File: config.mk
export PLATFORM = sky130hd
export DESIGN_NAME = ifu_prefetch_flat
export DESIGN_NICKNAME = d
export VERILOG_FILES = /design/src/rtl/ifu_prefetch_if.sv /design/src/rtl/ifu_prefetch.sv /design/src/flat_wrapper.sv
export SDC_FILE = /design/constraint.sdc
export NUM_CORES = 1
export LEC_CHECK = 0
export ABC_AREA = 1
export ABC_CLOCK_PERIOD_IN_PS = 14700
export BUFFER_PORTS_ARGS = -buffer_cell sky130_fd_sc_hd__buf_2
export CORE_AREA = 2 2 157 275
export CTS_CLUSTER_SIZE = 30
export DETAILED_ROUTE_END_ITERATION = 10
export DIE_AREA = 0 0 159 277
export PLACE_DENSITY = 0.63
export SLEW_MARGIN = 10
export SYNTH_ARGS = -nofsm -noshare
export SYNTH_HDL_FRONTEND = slang
export SYNTH_SLANG_ARGS = --single-unit
File: constraint.sdc
create_clock -name clk -period 14.7 [get_ports clk]
set_input_delay 2.94 -clock clk [delete_from_list [all_inputs] [get_ports clk]]
set_output_delay 2.94 -clock clk [all_outputs]
set_load 0.05 [all_outputs]
File: src/rtl/ifu_prefetch_if.sv
`default_nettype none
// ============================================================================
// Module : ifu_prefetch_if
// Brief  : Memory fetch, redirect and decoder-side handshake bundle of the
//          instruction prefetch unit.
// Rev    : 1.0  initial release
// ============================================================================
interface ifu_prefetch_if #(
   parameter int ADDR_WIDTH  = 32,
   parameter int INSTR_WIDTH = 32
);
   logic                   mem_req_valid;
   logic                   mem_req_ready;
   logic [ADDR_WIDTH-1:0]  mem_req_addr;
   logic                   mem_rsp_valid;
   logic [INSTR_WIDTH-1:0] mem_rsp_data;
   logic                   redirect_valid;
   logic [ADDR_WIDTH-1:0]  redirect_addr;
   logic                   instr_valid;
   logic                   instr_ready;
   logic [INSTR_WIDTH-1:0] instr_data;
   logic [ADDR_WIDTH-1:0]  instr_pc;
   logic                   misalign_err;

   // Prefetch unit side
   modport master (
      output mem_req_valid, mem_req_addr,
      input  mem_req_ready,
      input  mem_rsp_valid, mem_rsp_data,
      input  redirect_valid, redirect_addr,
      output instr_valid, instr_data, instr_pc,
      input  instr_ready,
      output misalign_err
   );

   // Memory / decoder / branch-unit side
   modport slave (
      input  mem_req_valid, mem_req_addr,
      output mem_req_ready,
      output mem_rsp_valid, mem_rsp_data,
      output redirect_valid, redirect_addr,
      input  instr_valid, instr_data, instr_pc,
      output instr_ready,
      input  misalign_err
   );
endinterface
`default_nettype wire

File: src/rtl/ifu_prefetch.sv
`default_nettype none
// ============================================================================
// Module : ifu_prefetch
// Brief  : Sequential instruction prefetcher with a DEPTH-entry PC-tagged
//          FIFO, credit-limited fetch and flushing redirect.
//          Optional macro PF_MISALIGN_CHECK_EN: flag and align misaligned
//          redirect targets.
// Rev    : 1.0  initial release
// ============================================================================
module ifu_prefetch #(
   parameter int                    ADDR_WIDTH    = 32,
   parameter int                    INSTR_WIDTH   = 32,
   parameter int                    DEPTH         = 4,
   parameter logic [ADDR_WIDTH-1:0] START_ADDRESS = '0,
   parameter int                    CMD_WIDTH     = 4
) (
   input  wire logic       clk,
   input  wire logic       a_reset,
   ifu_prefetch_if.master  bus
);
   localparam int CNT_W = $clog2(DEPTH + 1);
   localparam int PTR_W = $clog2(DEPTH);
   localparam logic [CNT_W:0]        C_DEPTH = (CNT_W + 1)'(DEPTH);
   localparam logic [CNT_W-1:0]      C_CNT1  = CNT_W'(1);
   localparam logic [PTR_W-1:0]      C_PTR1  = PTR_W'(1);
   localparam logic [ADDR_WIDTH-1:0] C_INC   = ADDR_WIDTH'(CMD_WIDTH);

   logic [ADDR_WIDTH-1:0]  fetch_pc_q, fetch_pc_d;
   logic [ADDR_WIDTH-1:0]  rsp_pc_q, rsp_pc_d;
   logic [CNT_W-1:0]       count_q, count_d;
   logic [CNT_W-1:0]       outstanding_q, outstanding_d;
   logic [CNT_W-1:0]       drop_cnt_q, drop_cnt_d;
   logic [PTR_W-1:0]       wr_ptr_q, wr_ptr_d;
   logic [PTR_W-1:0]       rd_ptr_q, rd_ptr_d;
   logic [INSTR_WIDTH-1:0] data_q [DEPTH];
   logic [INSTR_WIDTH-1:0] data_d [DEPTH];
   logic [ADDR_WIDTH-1:0]  pc_q   [DEPTH];
   logic [ADDR_WIDTH-1:0]  pc_d   [DEPTH];

   logic                   req_fire;
   logic                   rsp_fire;
   logic                   enq;
   logic                   deq;
   logic [ADDR_WIDTH-1:0]  redir_addr;

   // Requests are throttled so buffered plus in-flight words never exceed DEPTH
   assign bus.mem_req_valid = (({1'b0, count_q} + {1'b0, outstanding_q}) < C_DEPTH)
                              && !bus.redirect_valid && !a_reset;
   assign bus.mem_req_addr  = fetch_pc_q;
   assign bus.instr_valid   = (count_q != '0);
   assign bus.instr_data    = data_q[rd_ptr_q];
   assign bus.instr_pc      = pc_q[rd_ptr_q];

   assign req_fire = bus.mem_req_valid && bus.mem_req_ready;
   assign rsp_fire = bus.mem_rsp_valid && (outstanding_q != '0);
   assign enq      = rsp_fire && (drop_cnt_q == '0) && !bus.redirect_valid;
   assign deq      = bus.instr_valid && bus.instr_ready && !bus.redirect_valid;

`ifdef PF_MISALIGN_CHECK_EN
   logic misalign_q, misalign_d;

   assign redir_addr = {bus.redirect_addr[ADDR_WIDTH-1:2], 2'b00};
   assign misalign_d = misalign_q
                       | (bus.redirect_valid && (bus.redirect_addr[1:0] != 2'b00));
   assign bus.misalign_err = misalign_q;

   always_ff @(posedge clk or posedge a_reset) begin
      if (a_reset) begin
         misalign_q <= 1'b0;
      end else begin
         misalign_q <= misalign_d;
      end
   end
`else
   assign redir_addr       = bus.redirect_addr;
   assign bus.misalign_err = 1'b0;
`endif

   always_comb begin
      fetch_pc_d    = fetch_pc_q;
      rsp_pc_d      = rsp_pc_q;
      count_d       = count_q;
      outstanding_d = outstanding_q;
      drop_cnt_d    = drop_cnt_q;
      wr_ptr_d      = wr_ptr_q;
      rd_ptr_d      = rd_ptr_q;
      data_d        = data_q;
      pc_d          = pc_q;

      case ({req_fire, rsp_fire})
         2'b10:   outstanding_d = outstanding_q + C_CNT1;
         2'b01:   outstanding_d = outstanding_q - C_CNT1;
         default: outstanding_d = outstanding_q;
      endcase

      if (bus.redirect_valid) begin
         // Everything still in flight after this edge belongs to the old stream
         fetch_pc_d = redir_addr;
         rsp_pc_d   = redir_addr;
         count_d    = '0;
         wr_ptr_d   = '0;
         rd_ptr_d   = '0;
         drop_cnt_d = outstanding_d;
      end else begin
         if (req_fire) begin
            fetch_pc_d = fetch_pc_q + C_INC;
         end
         if (rsp_fire && (drop_cnt_q != '0)) begin
            drop_cnt_d = drop_cnt_q - C_CNT1;
         end
         if (enq) begin
            data_d[wr_ptr_q] = bus.mem_rsp_data;
            pc_d[wr_ptr_q]   = rsp_pc_q;
            wr_ptr_d         = wr_ptr_q + C_PTR1;
            rsp_pc_d         = rsp_pc_q + C_INC;
         end
         if (deq) begin
            rd_ptr_d = rd_ptr_q + C_PTR1;
         end
         case ({enq, deq})
            2'b10:   count_d = count_q + C_CNT1;
            2'b01:   count_d = count_q - C_CNT1;
            default: count_d = count_q;
         endcase
      end
   end

   always_ff @(posedge clk or posedge a_reset) begin
      if (a_reset) begin
         fetch_pc_q    <= START_ADDRESS;
         rsp_pc_q      <= START_ADDRESS;
         count_q       <= '0;
         outstanding_q <= '0;
         drop_cnt_q    <= '0;
         wr_ptr_q      <= '0;
         rd_ptr_q      <= '0;
         for (int i = 0; i < DEPTH; i++) begin
            data_q[i] <= '0;
            pc_q[i]   <= '0;
         end
      end else begin
         fetch_pc_q    <= fetch_pc_d;
         rsp_pc_q      <= rsp_pc_d;
         count_q       <= count_d;
         outstanding_q <= outstanding_d;
         drop_cnt_q    <= drop_cnt_d;
         wr_ptr_q      <= wr_ptr_d;
         rd_ptr_q      <= rd_ptr_d;
         data_q        <= data_d;
         pc_q          <= pc_d;
      end
   end

   a_credit: assert property (@(posedge clk) disable iff (a_reset)
      (({1'b0, count_q} + {1'b0, outstanding_q}) <= C_DEPTH));

endmodule
`default_nettype wire

File: src/flat_wrapper.sv
// flat-port wrapper written by rule: the top's interface ports become plain ports
module ifu_prefetch_flat 
#(
   parameter int                    ADDR_WIDTH    = 32,
   parameter int                    INSTR_WIDTH   = 32,
   parameter int                    DEPTH         = 4,
   parameter logic [ADDR_WIDTH-1:0] START_ADDRESS = '0,
   parameter int                    CMD_WIDTH     = 4
)
  (clk, a_reset, bus_mem_req_valid, bus_mem_req_addr, bus_mem_req_ready, bus_mem_rsp_valid, bus_mem_rsp_data, bus_redirect_valid, bus_redirect_addr, bus_instr_valid, bus_instr_data, bus_instr_pc, bus_instr_ready, bus_misalign_err);
  ifu_prefetch_if #(.ADDR_WIDTH(ADDR_WIDTH), .INSTR_WIDTH(INSTR_WIDTH)) bus_i ();
  input  wire logic clk;
  input  wire logic a_reset;
  output wire logic [$bits(bus_i.mem_req_valid)-1:0] bus_mem_req_valid;
  output wire logic [$bits(bus_i.mem_req_addr)-1:0] bus_mem_req_addr;
  input wire logic [$bits(bus_i.mem_req_ready)-1:0] bus_mem_req_ready;
  input wire logic [$bits(bus_i.mem_rsp_valid)-1:0] bus_mem_rsp_valid;
  input wire logic [$bits(bus_i.mem_rsp_data)-1:0] bus_mem_rsp_data;
  input wire logic [$bits(bus_i.redirect_valid)-1:0] bus_redirect_valid;
  input wire logic [$bits(bus_i.redirect_addr)-1:0] bus_redirect_addr;
  output wire logic [$bits(bus_i.instr_valid)-1:0] bus_instr_valid;
  output wire logic [$bits(bus_i.instr_data)-1:0] bus_instr_data;
  output wire logic [$bits(bus_i.instr_pc)-1:0] bus_instr_pc;
  input wire logic [$bits(bus_i.instr_ready)-1:0] bus_instr_ready;
  output wire logic [$bits(bus_i.misalign_err)-1:0] bus_misalign_err;
  assign bus_mem_req_valid = bus_i.mem_req_valid;
  assign bus_mem_req_addr = bus_i.mem_req_addr;
  assign bus_i.mem_req_ready = bus_mem_req_ready;
  assign bus_i.mem_rsp_valid = bus_mem_rsp_valid;
  assign bus_i.mem_rsp_data = bus_mem_rsp_data;
  assign bus_i.redirect_valid = bus_redirect_valid;
  assign bus_i.redirect_addr = bus_redirect_addr;
  assign bus_instr_valid = bus_i.instr_valid;
  assign bus_instr_data = bus_i.instr_data;
  assign bus_instr_pc = bus_i.instr_pc;
  assign bus_i.instr_ready = bus_instr_ready;
  assign bus_misalign_err = bus_i.misalign_err;
  ifu_prefetch #(.ADDR_WIDTH(ADDR_WIDTH), .INSTR_WIDTH(INSTR_WIDTH), .DEPTH(DEPTH), .START_ADDRESS(START_ADDRESS), .CMD_WIDTH(CMD_WIDTH)) u_core (.clk(clk), .a_reset(a_reset), .bus(bus_i));
endmodule
Word-level counts from Yosys, hierarchy flattened
Index checks and enable logic that the tools add are counted.

word-level totals
  register bits after elaboration = 333
  bits of input ports = 70
  output and inout port bits = 99
  logic and storage cells = 81

cells by class
  $add $sub $neg = 10
  $lt $le $gt $ge = 4
  eq/ne operators = 4
  muxes and demuxes = 23
  bitwise logic cells = 3
  reduce and logical (&&, ||, !) cells = 22

operator list
  kind                                                                  number
  32-bit 2-to-1 mux                                                     9
  128-bit bitwise mux                                                   2
  32-bit binary-select mux with 2-bit select                            2
  32-bit by 3-bit adder with 32-bit output, second input constant       2
  32-bit demux with 2-bit select                                        1
  3-bit case mux with 2 select lines                                    2
  3-bit nonzero test                                                    4
  1-bit logical AND                                                     10
  3-bit 2-to-1 mux                                                      3
  3-bit by 1-bit subtractor with 3-bit output, second input constant    3
  2-bit 2-to-1 mux                                                      4
  2-bit nonzero test                                                    4
  3-bit by 1-bit adder with 3-bit output, second input constant         2
  3-bit >= comparator, second input constant                            2
  2-bit NOT with 3-bit output                                           2
  2-bit by 1-bit adder with 2-bit output, second input constant         2
  3-bit by 3-bit adder with 4-bit output                                1
  2-bit by 1-bit == test with 1-bit output, second input constant       2
  2-bit == test, second input constant                                  2
  4-bit by 3-bit < comparator with 1-bit output, second input constant  1
  3-bit logical NOT                                                     1
  3-bit by 1-bit < comparator with 1-bit output, second input constant  1
  1-bit logical NOT                                                     2
  2-bit AND reduction                                                   1
  1-bit NOT                                                             1

Logic depth before layout (Yosys ltp)
  depth in word-level cells = 8
  gate-level depth with buffers = 14
  depth with buffers taken out = 13

Worst setup path before layout
No wires, ideal clock.

  path kind = in2out
  start point = input bus_redirect_valid
  end point = output bus_mem_req_valid
  arrival time = 4.255 ns
  required time = 11.760 ns
  path slack = 7.505 ns
  stages = 2
  buffers on the path = 0
  cells stage by stage = or2_1 nor3_1

on the way
  cells in the longest elaborated chain, start to end = 3

RTL lines
  what                            line                source
  start: declaration              flat_wrapper.sv:19  input wire logic [$bits(bus_i.redirect_valid)-1:0] bus_redirect_valid;
  1-bit logical NOT               ifu_prefetch.sv:48  && !bus.redirect_valid && !a_reset;
  1-bit logical AND (2 in a row)  ifu_prefetch.sv:48
  end: declaration                flat_wrapper.sv:14  output wire logic [$bits(bus_i.mem_req_valid)-1:0] bus_mem_req_valid;

No other way between the ends.

Final worst setup path
Ends and elaborated chain as after synthesis.

==> impl_results.md <==
- Most numerous cell in the Yosys netlist: nand2_1
- Area delta synth->final: 12.7%
- Vias in the first global route: about 15k
- DRC viols: 0
- CP cell instances: buf_2 > buf_4 > or2_1 > nor3_1 > buf_2
- Nets@finish: 2328
- Clock share of power: 23.9%
- Sequential area share after synthesis: between 50% and 60%
- Worst Hold End: u_core.data_q[101]
- Max-cap viol count: 0
- CTS Hold Buffers Added: 0
- Peak supply drop: between 80 and 90 uV
- Post-route setup TNS: 0 ps
- Leading area contributor after synthesis: dfrtp_1
- Crit-path slowest cell: or2_1
- R2R setup slack: 11020 ps
- Per-cell routed wire length: 18.1 um
- Most common cell on crit path: buf_2
- Initial DRC Count: between 1k and 1.5k
- Largest net degree at the start of global routing: roughly 110
- Slew @ Worst Pin: a little over 1000 ps
- Slew headroom: a little under a third
- Most area-consuming cells after synthesis: dfrtp_1, nand2_1, o21ai_0
- Initial Util: ~40%
- Period utilization: between 40% and 50%
- CTS Root Cell: clkbuf_16
- Mapped Avg Cell Area: 7.70 um2
- Fill cells: around 4.4k
- Worst Setup End Kind: primary output
- Combinational power share: between 40% and 50%
- Worst-path clk slew: roughly 60 ps
- Final global-route overflow total: 0
- RSZ-0062 raised after global routing: false
- Hold-critical path depth: 2
- Synth top area share: about half
- CTS resizes: 0
- Sequential cell fraction of total power: a little over a third
- Worst r2r src: u_core.drop_cnt_q[0]
- Final core occ: between 40 and 50%
- Htree depth: 2
- CP max FO: 41
- Yosys reg bits: ~330
- Core Box Area: ~42000 um2
- Synth Instances: roughly 2.2k
- Worst Path Required: ~12000 ps
- Max Clock Freq: roughly 140 MHz
- Worst Setup Slack, final: around 7600 ps
- Vias: between 10k and 15k
- DRT Wirelength: about 51000 um
- Later-pin clock latency in the skew report: 530 ps
- Post-route ant nets: 0
- DR pass1 iterations: 7
- CTS tree: done
- Final Cell Area: ~19000 um2
- CP peak stage delay: 310 ps
- Lkg Pwr: ~0.0094 uW
- Total CTS buffers: 34
- Count of warnings emitted by yosys: 0
- Total GRT Usage: between 20 and 25%
- Setup bufs post-CTS: 0
- DIE AREA: approximately 44000 um2
- DP Worst Slack: between 7000 and 8000 ps
- Int Pwr: 1960 uW
- Synth cell types: 37
- Vias per Instance: approximately 5.3
- Share of layout cells above drive strength 1: roughly 11%
- Main synth FF type: dfrtp_1
- Syn_nets: about 2.2k
- Status: completed
- Number of cell rows: 100
- RePlAce Congestion: 0.943
- First-pass GRT wire length: 80700 um
- RR Endpoint: u_core.pc_q[30]
- Power per cell area: approximately 190 nW/um2
- Count of final setup violators: 0
- Post-synth design cell area: between 15000 and 20000 um2
- Critical path startpoint category: input port
- Net Sw Frac: 45.3%
- Dpl hpwl: approximately 33000 um
- Post-synth top cells: nand2_1, dfrtp_1, nor2_1
- Die H: between 200 and 300 um
- Initial antenna violation count: 0
- Worst Hold Launch: u_core.data_q[101]
- Worst reg-to-reg path cell count: 10
- WS Path Type: input port to primary output
- Tmin final: 7060 ps
- Diodes inserted: 0
- Clock sink count: approximately 330
- I/O Buffers: about 170
- Io pins: between 150 and 200
- Fraction of registers with async set/reset: between 90% and 100%
- Psw: ~1600 uW
- Die W: around 160 um
- Post-DP Area: 17600 um2
- Slew Limit Fails: 0
- Post-synth EDFFs: 0
- Final hold vios: 0
- Worst path arrival time: about 4100 ps
- Setup Skew: roughly 22 ps
- CTS Buffer Depth: 3
- Worst Hold Class: flip-flop to flip-flop
## flip-flops by register name, indices dropped and copies added, names as in the netlist
register                 count
u_core.drop_cnt_q            3
u_core.bus.mem_req_addr     32
u_core.data_q              128
u_core.rd_ptr_q              2
u_core.wr_ptr_q              2
u_core.count_q               3
u_core.pc_q                128
u_core.rsp_pc_q             32
u_core.outstanding_q         3
## cell type report
cell class | instances | area (um2) | share of cell area [%]
sequential | 333 | 8340 | 44.6
multi-input combinational | 1557 | 7080 | 37.9
timing repair buffer | 187 | 986 | 5.28
clock buffer | 43 | 936 | 5.01
tap | 561 | 702 | 3.76
inverter | 132 | 505 | 2.71
clock inverter | 13 | 133 | 0.710
## worst max-delay path: cells and delay by family
| kind | cells | cell delay [ps] |
|---|---|---|
| buf+inv | 3 | 660 |
| simple gates | 2 | 520 |
## power groups by stage
stage / registers (uW) / clock network (uW) / logic, uW
2_1_floorplan: 1290 / 0 / 1070
4_1_cts: 1270 / 880 / 1470
5_1_grt: 1300 / 912 / 1590
6_report: 1270 / 856 / 1460
3_3_place_gp: 1280 / 0 / 1450
3_5_place_dp: 1290 / 0 / 1470
## cell families after synthesis
family | Yosys count | synth area share [%]
simple gates | 969 | 23.1
compound gates | 554 | 17.4
xor+xnor | 20 | 1.06
buf+inv | 260 | 7.07
fa+ha+maj | 13 | 1.07
other cells | 1 | 0.0226
flops | 333 | 50.3
## cell usage in the layout, fill, tap and decap left out, drive strengths merged
cell type    n
a22oi        1
a21boi       1
nor3        21
dfrtp      333
o22ai       45
inv        131
fa           2
nand4       10
nand3       62
o211ai      16
clkinvlp     1
conb         1
a21oi      136
nand2      565
clkbuf      43
bufinv       2
xor2        16
or2          1
nor2       309
o31ai        1
a31oi        4
buf        187
o21ai      349
xnor2        4
ha          11
nand3b       1
clkinv      11
o221ai       1
## metrics by stage
| stage | std cells | power (uW) | hold slack, ps |
|---|---|---|---|
| 2_1_floorplan | 2150 | 2360 | 441 |
| 3_3_place_gp | 2770 | 2720 | 458 |
| 3_5_place_dp | 2770 | 2760 | 464 |
| 4_1_cts | 2826 | 3620 | 480 |
| 5_1_grt | 2826 | 3800 | 500 |
| 6_report | 2826 | 3590 | 480 |
## how the worst max path moves through the flow
stage / from / endpoint / cells after the start
2_1_floorplan: a_reset / u_core.bus.mem_req_addr[0] / 1
3_3_place_gp: bus_redirect_valid / bus_mem_req_valid / 5
3_5_place_dp: bus_redirect_valid / bus_mem_req_valid / 5
4_1_cts: bus_redirect_valid / bus_mem_req_valid / 5
5_1_grt: bus_redirect_valid / bus_mem_req_valid / 5
6_report: bus_redirect_valid / bus_mem_req_valid / 5
## metal layers
metal	part of all wire [%]	vias to the layer above	global-route usage, %
met5	0	-	0
met4	5.4	0	12.3
met3	4.1	145	2.31
met2	51	468	41.1
met1	40	7161	26.9
li1	-	7175	-
(Power assumes the default switching activity.)
